File: src/rtl/sequencia_pkg.sv
// Shared definitions for the serial pattern transmitter and its detector partner.
//   estado_t     : transmitter FSM states
//   WIDTH_PADRAO : default word length
//   MSB_FIRST    : bit order on the serial line. The detector shifts bits in at the LSB,
//                  so a word sent MSB-first matches there on its last bit.
package sequencia_pkg;

    typedef enum logic [1:0] {
        IDLE  = 2'd0,
        SHIFT = 2'd1,
        GAP   = 2'd2,
        FIM   = 2'd3
    } estado_t;

    localparam int WIDTH_PADRAO = 8;
    localparam bit MSB_FIRST    = 1'b1;

endpackage

File: src/rtl/registrador_carga_serial.sv
// Parallel-load, left-shift register with an MSB tap.
//   clk_i       : clock, rising edge
//   rst_i       : synchronous active-high reset, clears the register
//   carregar_i  : load dado_i (wins over deslocar_i)
//   deslocar_i  : shift left by one, zero fill
//   dado_i      : parallel load data
//   msb_o       : current MSB
module registrador_carga_serial
    import sequencia_pkg::*;
#(
    parameter int WIDTH = WIDTH_PADRAO
) (
    input  logic             clk_i,
    input  logic             rst_i,
    input  logic             carregar_i,
    input  logic             deslocar_i,
    input  logic [WIDTH-1:0] dado_i,
    output logic             msb_o
);

    logic [WIDTH-1:0] reg_q;
    logic [WIDTH-1:0] reg_d;

    always_comb begin
        reg_d = reg_q;
        if (carregar_i) begin
            reg_d = dado_i;
        end else if (deslocar_i) begin
            reg_d = {reg_q[WIDTH-2:0], 1'b0};
        end
    end

    always_ff @(posedge clk_i) begin
        if (rst_i) begin
            reg_q <= '0;
        end else begin
            reg_q <= reg_d;
        end
    end

    assign msb_o = reg_q[WIDTH-1];

endmodule

File: src/rtl/gerador_sequencia.sv
// Serial pattern transmitter. Stores a word and, on start, sends it MSB-first on
// bit_out `repeticoes` times, with GAP_CYCLES idle cycles between repetitions.
//   clk, rst (sync, active-high)
//   setar_palavra/palavra : store a new word (IDLE only)
//   start/repeticoes      : begin transmission, repetition count latched at start
//   parar                 : abort transmission, no done pulse
//   bit_out/bit_valid     : serial data and its qualifier
//   busy                  : transmission in progress
//   done                  : one-cycle pulse on normal completion
// All outputs are registered, so they trail the state register by one cycle.
//
// state | meaning
// IDLE  | waiting for start, word may be rewritten
// SHIFT | sending word bits, one per cycle
// GAP   | idle spacing between repetitions
// FIM   | completion, emits the done pulse
module gerador_sequencia
    import sequencia_pkg::*;
#(
    parameter int WIDTH      = WIDTH_PADRAO,
    parameter int REP_W      = 4,
    parameter int GAP_CYCLES = 0
) (
    input  logic             clk,
    input  logic             rst,
    input  logic             setar_palavra,
    input  logic [WIDTH-1:0] palavra,
    input  logic             start,
    input  logic [REP_W-1:0] repeticoes,
    input  logic             parar,
    output logic             bit_out,
    output logic             bit_valid,
    output logic             busy,
    output logic             done
);

    localparam int CNT_W = $clog2(WIDTH);
    localparam int GAP_W = (GAP_CYCLES > 1) ? $clog2(GAP_CYCLES) : 1;
    localparam logic [CNT_W-1:0] ULTIMO_BIT = CNT_W'(WIDTH - 1);
    localparam logic [GAP_W-1:0] GAP_INI    = GAP_W'((GAP_CYCLES > 0) ? GAP_CYCLES - 1 : 0);

    estado_t          estado_q;
    logic [WIDTH-1:0] palavra_q;
    logic [REP_W-1:0] rep_q;
    logic [CNT_W-1:0] bit_cnt_q;
    logic [GAP_W-1:0] gap_cnt_q;
    logic             bit_out_q;
    logic             bit_valid_q;
    logic             busy_q;
    logic             done_q;

    logic             fim_palavra;
    logic             ha_mais;
    logic             sr_carregar;
    logic             sr_deslocar;
    logic [WIDTH-1:0] sr_dado;
    logic             sr_msb;

    assign fim_palavra = (bit_cnt_q == '0);
    // rep_q still holds the word being sent, so more remain only if it exceeds one.
    assign ha_mais     = (rep_q > REP_W'(1));

    always_comb begin
        sr_carregar = 1'b0;
        sr_deslocar = 1'b0;
        // Bypass: a word written together with start goes out directly.
        sr_dado     = (estado_q == IDLE && setar_palavra) ? palavra : palavra_q;
        case (estado_q)
            IDLE: begin
                sr_carregar = start && (repeticoes != '0);
            end
            SHIFT: begin
                if (!parar) begin
                    if (fim_palavra && ha_mais && GAP_CYCLES == 0) begin
                        sr_carregar = 1'b1;
                    end else begin
                        sr_deslocar = 1'b1;
                    end
                end
            end
            GAP: begin
                sr_carregar = !parar && (gap_cnt_q == '0);
            end
            default: ;
        endcase
    end

    registrador_carga_serial #(
        .WIDTH(WIDTH)
    ) u_shreg (
        .clk_i     (clk),
        .rst_i     (rst),
        .carregar_i(sr_carregar),
        .deslocar_i(sr_deslocar),
        .dado_i    (sr_dado),
        .msb_o     (sr_msb)
    );

    always_ff @(posedge clk) begin
        if (rst) begin
            estado_q    <= IDLE;
            palavra_q   <= '0;
            rep_q       <= '0;
            bit_cnt_q   <= '0;
            gap_cnt_q   <= '0;
            bit_out_q   <= 1'b0;
            bit_valid_q <= 1'b0;
            busy_q      <= 1'b0;
            done_q      <= 1'b0;
        end else begin
            bit_out_q   <= 1'b0;
            bit_valid_q <= 1'b0;
            busy_q      <= 1'b0;
            done_q      <= 1'b0;
            case (estado_q)
                IDLE: begin
                    if (setar_palavra) begin
                        palavra_q <= palavra;
                    end
                    if (start) begin
                        rep_q <= repeticoes;
                        if (repeticoes == '0) begin
                            estado_q <= FIM;
                        end else begin
                            bit_cnt_q <= ULTIMO_BIT;
                            estado_q  <= SHIFT;
                        end
                    end
                end
                SHIFT: begin
                    if (parar) begin
                        estado_q <= IDLE;
                    end else begin
                        bit_out_q   <= sr_msb;
                        bit_valid_q <= 1'b1;
                        busy_q      <= 1'b1;
                        if (fim_palavra) begin
                            rep_q <= rep_q - REP_W'(1);
                            if (!ha_mais) begin
                                estado_q <= FIM;
                            end else if (GAP_CYCLES > 0) begin
                                gap_cnt_q <= GAP_INI;
                                estado_q  <= GAP;
                            end else begin
                                bit_cnt_q <= ULTIMO_BIT;
                            end
                        end else begin
                            bit_cnt_q <= bit_cnt_q - CNT_W'(1);
                        end
                    end
                end
                GAP: begin
                    if (parar) begin
                        estado_q <= IDLE;
                    end else begin
                        busy_q <= 1'b1;
                        if (gap_cnt_q == '0) begin
                            bit_cnt_q <= ULTIMO_BIT;
                            estado_q  <= SHIFT;
                        end else begin
                            gap_cnt_q <= gap_cnt_q - GAP_W'(1);
                        end
                    end
                end
                FIM: begin
                    done_q   <= 1'b1;
                    estado_q <= IDLE;
                end
                default: estado_q <= IDLE;
            endcase
        end
    end

    assign bit_out   = bit_out_q;
    assign bit_valid = bit_valid_q;
    assign busy      = busy_q;
    assign done      = done_q;

endmodule

File: config.mk
export PLATFORM = sky130hd
export DESIGN_NAME = gerador_sequencia
export DESIGN_NICKNAME = d
export VERILOG_FILES = /design/src/rtl/sequencia_pkg.sv /design/src/rtl/registrador_carga_serial.sv /design/src/rtl/gerador_sequencia.sv
export SDC_FILE = /design/constraint.sdc
export NUM_CORES = 1
export LEC_CHECK = 0
export ABC_AREA = 1
export CAP_MARGIN = 10
export CORE_MARGIN = 5
export CORE_UTILIZATION = 50
export CTS_CLUSTER_DIAMETER = 120
export DETAILED_ROUTE_END_ITERATION = 10
export GPL_TIMING_DRIVEN = 0
export PLACE_DENSITY = 0.74
export SYNTH_ARGS = -nofsm -noshare
export SYNTH_HDL_FRONTEND = slang
export SYNTH_SLANG_ARGS = --single-unit
File: constraint.sdc
create_clock -name clk -period 4.15 [get_ports clk]
set_input_delay 0.6225 -clock clk [delete_from_list [all_inputs] [get_ports clk]]
set_output_delay 0.6225 -clock clk [all_outputs]
set_load 0.02 [all_outputs]
==> flow_summary.json <==
{
  "status": "complete, no violations",
  "critPathTopFamily": "buffers and inverters",
  "dpl.cell_count": 261,
  "io_pins": 21,
  "grt_usage": 0.1705,
  "maxCapViolations": 0,
  "avgSynthCellArea_um2": 7.078,
  "firstDrtPassIters": 4,
  "grt_overflow": 0,
  "power_density_nw_per_um2": 681.0,
  "final_common_cell": "nand2_1",
  "worst_path_max_delay_cell": "clkdlybuf4s50_1",
  "grt_pass1_vias": 1295,
  "synth.distinct_cells": 25,
  "synth_area_leaders": "dfxtp_1 39%, nand2_1 11%, nand3_1 9.4%, ha_1 6.7%, inv_1 5.6%",
  "htreeDepth": 2,
  "port_buffers": 20,
  "routed_wl_mm": 3.300,
  "cp_max_fo": 1,
  "r2r_end": "u_shreg.reg_q[7]$_SDFFE_PP0P_",
  "route.detailed.drc": 0,
  "synth-compound-area-share": 0.1406,
  "ys_seq_elements": 29,
  "crit_required_ns": 3.53,
  "hold_viol_final": 0,
  "r2r_cells": 8,
  "seq_power_share": 0.345,
  "wl_per_cell_um": 12.31,
  "synth.cell_area_um2": 1486,
  "diodes": 0,
  "finClkSkew_ns": 0.008674,
  "wl_met2_mm": 1.559,
  "final_cell_mix": "45 x nand2_1, 29 x dfxtp_1, 28 x nand3_1, 22 x inv_1, 22 x nor2_1",
  "setup-violations-final": 0,
  "slowest_delay_ns": 0.60,
  "min_path_cells": 1,
  "clk_latency_ns": 0.34,
  "synthXorXnorAreaFrac": 0.005892,
  "synth_nets": 235,
  "post-route-min-period_ns": 1.876,
  "vdd_drop_max_mv": 0.4004,
  "crit_path_cell_trace": "clkdlybuf4s50_1",
  "cts.clk_slew.worst_paths_ns": 0.09,
  "grt_max_degree": 11,
  "start_kind": "flop",
  "ctsRootBufferMaster": "clkbuf_4",
  "area_delta_synth_final_pct": 19.78,
  "period_share": 0.4521,
  "worst_slew_margin_rel": 0.6769,
  "rrSetupSlack_ns": 2.30,
  "rsz0062_at_grt": "no",
  "crit_type": "reg2out",
  "syn_inst": 210,
  "cts_buffers": 5,
  "cts_sinks": 29,
  "yosys.area.top_type": "dfxtp_1",
  "drt_iter0_drc": 122,
  "cts-resized-gates": 0,
  "stdcell_count": 268,
  "tns_ns": 0,
  "grt_pass1_wl_mm": 5.561,
  "rows": 19,
  "min_path_type": "reg2reg",
  "hold_buffers": 0,
  "r2r-start": "estado_q[0]$_SDFFE_PP0P_",
  "dpl.hpwl_mm": 2.493,
  "antenna_found_initial": 0,
  "leakage_nw": 0.7894,
  "p_clk_frac": 0.146,
  "fill_cells": 280,
  "post_cts_buffers": 0,
  "die_area_um2": 4163,
  "p_switching_w": 0.0005329,
  "clock_path_buffers": 2,
  "core_area_um2": 2805,
  "hp-start": "bit_cnt_q[0]$_SDFFE_PP0P_",
  "endpoint_kind": "output pin",
  "cp_num_buf_inv": 1,
  "netlist.area_leader.share": 0.3906,
  "fp.dieW_um": 64.53,
  "layout-drive-gt1-share": 0.08017,
  "switching_share": 0.4395,
  "fmax_ghz": 0.5330,
  "slew_violations": 0,
  "antenna_left": 0,
  "final_nets": 262,
  "internal-power_w": 0.0006796,
  "yosysWarnings": 0,
  "die_h_um": 64.53,
  "routed.top_layer": "met4",
  "vias": 1376,
  "synth.area.mux_share": 0,
  "worst_pin_slew_ns": 0.4846,
  "viasPerCell": 5.134,
  "cp.arrival_ns": 1.25,
  "synthAdderAreaFrac": 0.06734,
  "start_util": 0.5299,
  "place.gp.congestion": 0.8008,
  "drt-met1-wl_mm": 1.599,
  "synth-simple-area-share": 0.3089,
  "combPwrFrac": 0.509,
  "holdPathEnd": "bit_cnt_q[0]$_SDFFE_PP0P_",
  "synth_top_family_by_area": "simple AND/OR/NAND/NOR gates",
  "wl_met3_um": 99,
  "cts_tree": "yes",
  "ys_seq_area_frac": 0.3906
}
[cells in the mapped netlist]
library cell  number
nand2_4            2
ha_1               8
and3_1             1
nand4_1            1
xor2_1             1
nand3_2            1
clkbuf_1           2
a21oi_1           15
inv_4              1
nand3_1           28
nand2_1           45
buf_2              2
o21ai_1            8
dfxtp_1           29
o21ai_0           12
nor2_4             1
nor3_1             1
inv_1             22
clkinv_1           1
a21oi_2            3
buf_4              1
nor2_1            22
or2_2              1
buf_6              1
a211oi_1           1
[routing by layer]
metal  vias up  GRT usage
met5         -          0
met4         0    0.06596
met3         4    0.05699
met2        25     0.2771
met1       605     0.2089
li1        742          -
[worst register-to-register path: cells and delay by family (launching register included)]
family | cells | cell delay (ns)
and+or+nand+nor | 3 | 0.41
AOI/OAI and AO/OA | 2 | 0.37
DFF | 1 | 0.35
buffers and inverters | 2 | 0.33
adders and majority gates | 1 | 0.29
[area by class of cell]
| class | instances | area (um^2) | area share |
|---|---|---|---|
| repair buffers | 20 | 200.2 | 0.1124 |
| clock buffers | 7 | 55.05 | 0.03092 |
| multi-input cells | 151 | 777.0 | 0.4364 |
| plain buffers | 6 | 36.28 | 0.02038 |
| well taps | 31 | 38.79 | 0.02178 |
| inverters | 24 | 92.59 | 0.05200 |
| flip-flops and latches | 29 | 580.6 | 0.3261 |
[kinds of logic (layout without fill, tap and decap cells)]
kind of cell | Yosys count | in the layout
adders and majority gates | 8 | 8
and+or+nand+nor | 103 | 103
buffers and inverters | 30 | 57
xor gates and xnor gates | 1 | 1
AOI/OAI and AO/OA | 39 | 39
DFF | 29 | 29
[state kept, by name, indices dropped and copies added (netlist names)]
name and cells:
bit_cnt_q 3, bit_out 1, bit_valid 1, busy 1, done 1, estado_q 2
palavra_q 8, rep_q 4, u_shreg.reg_q 8
[how the worst max path moves through the flow]
stage	start	to	slack, ns	depth (start not counted)
2_1_floorplan	repeticoes[1]	u_shreg.reg_q[7]$_SDFFE_PP0P_	2.60	9
3_3_place_gp	rst	palavra_q[3]$_SDFFE_PP0P_	1.97	4
3_5_place_dp	rst	palavra_q[7]$_SDFFE_PP0P_	1.94	4
4_1_cts	done$_SDFF_PP0_	done	2.27	1
5_1_grt	rst	palavra_q[7]$_SDFFE_PP0P_	2.16	4
6_report	done$_SDFF_PP0_	done	2.27	1
[power groups by stage]
stage / sequential, W / combinational (W) / clock [W]
final: 0.000419 / 0.000617 / 0.000177
after global routing: 0.000431 / 0.000708 / 0.000195
after CTS: 0.000418 / 0.000619 / 0.000177
after detailed placement: 0.000423 / 0.000617 / 0
after global placement: 0.000417 / 0.000591 / 0
after floorplan: 0.000417 / 0.000475 / 0
[stage by stage]
| step | hold slack [ns] | power [W] | instance area [um^2] | utilization | setup slack (ns) |
|---|---|---|---|---|---|
| global placement | 0.4098 | 0.001008 | 1725 | 0.6151 | 1.966 |
| floorplan | 0.4027 | 0.0008918 | 1486 | - | 2.596 |
| global route | 0.4641 | 0.001333 | 1780 | 0.6347 | 2.161 |
| detailed placement | 0.4245 | 0.001040 | 1725 | 0.6151 | 1.940 |
| finish | 0.4428 | 0.001213 | 1780 | 0.6347 | 2.274 |
| CTS | 0.4364 | 0.001214 | 1780 | 0.6347 | 2.269 |
Note: power is estimated with default switching activity, not from simulation.
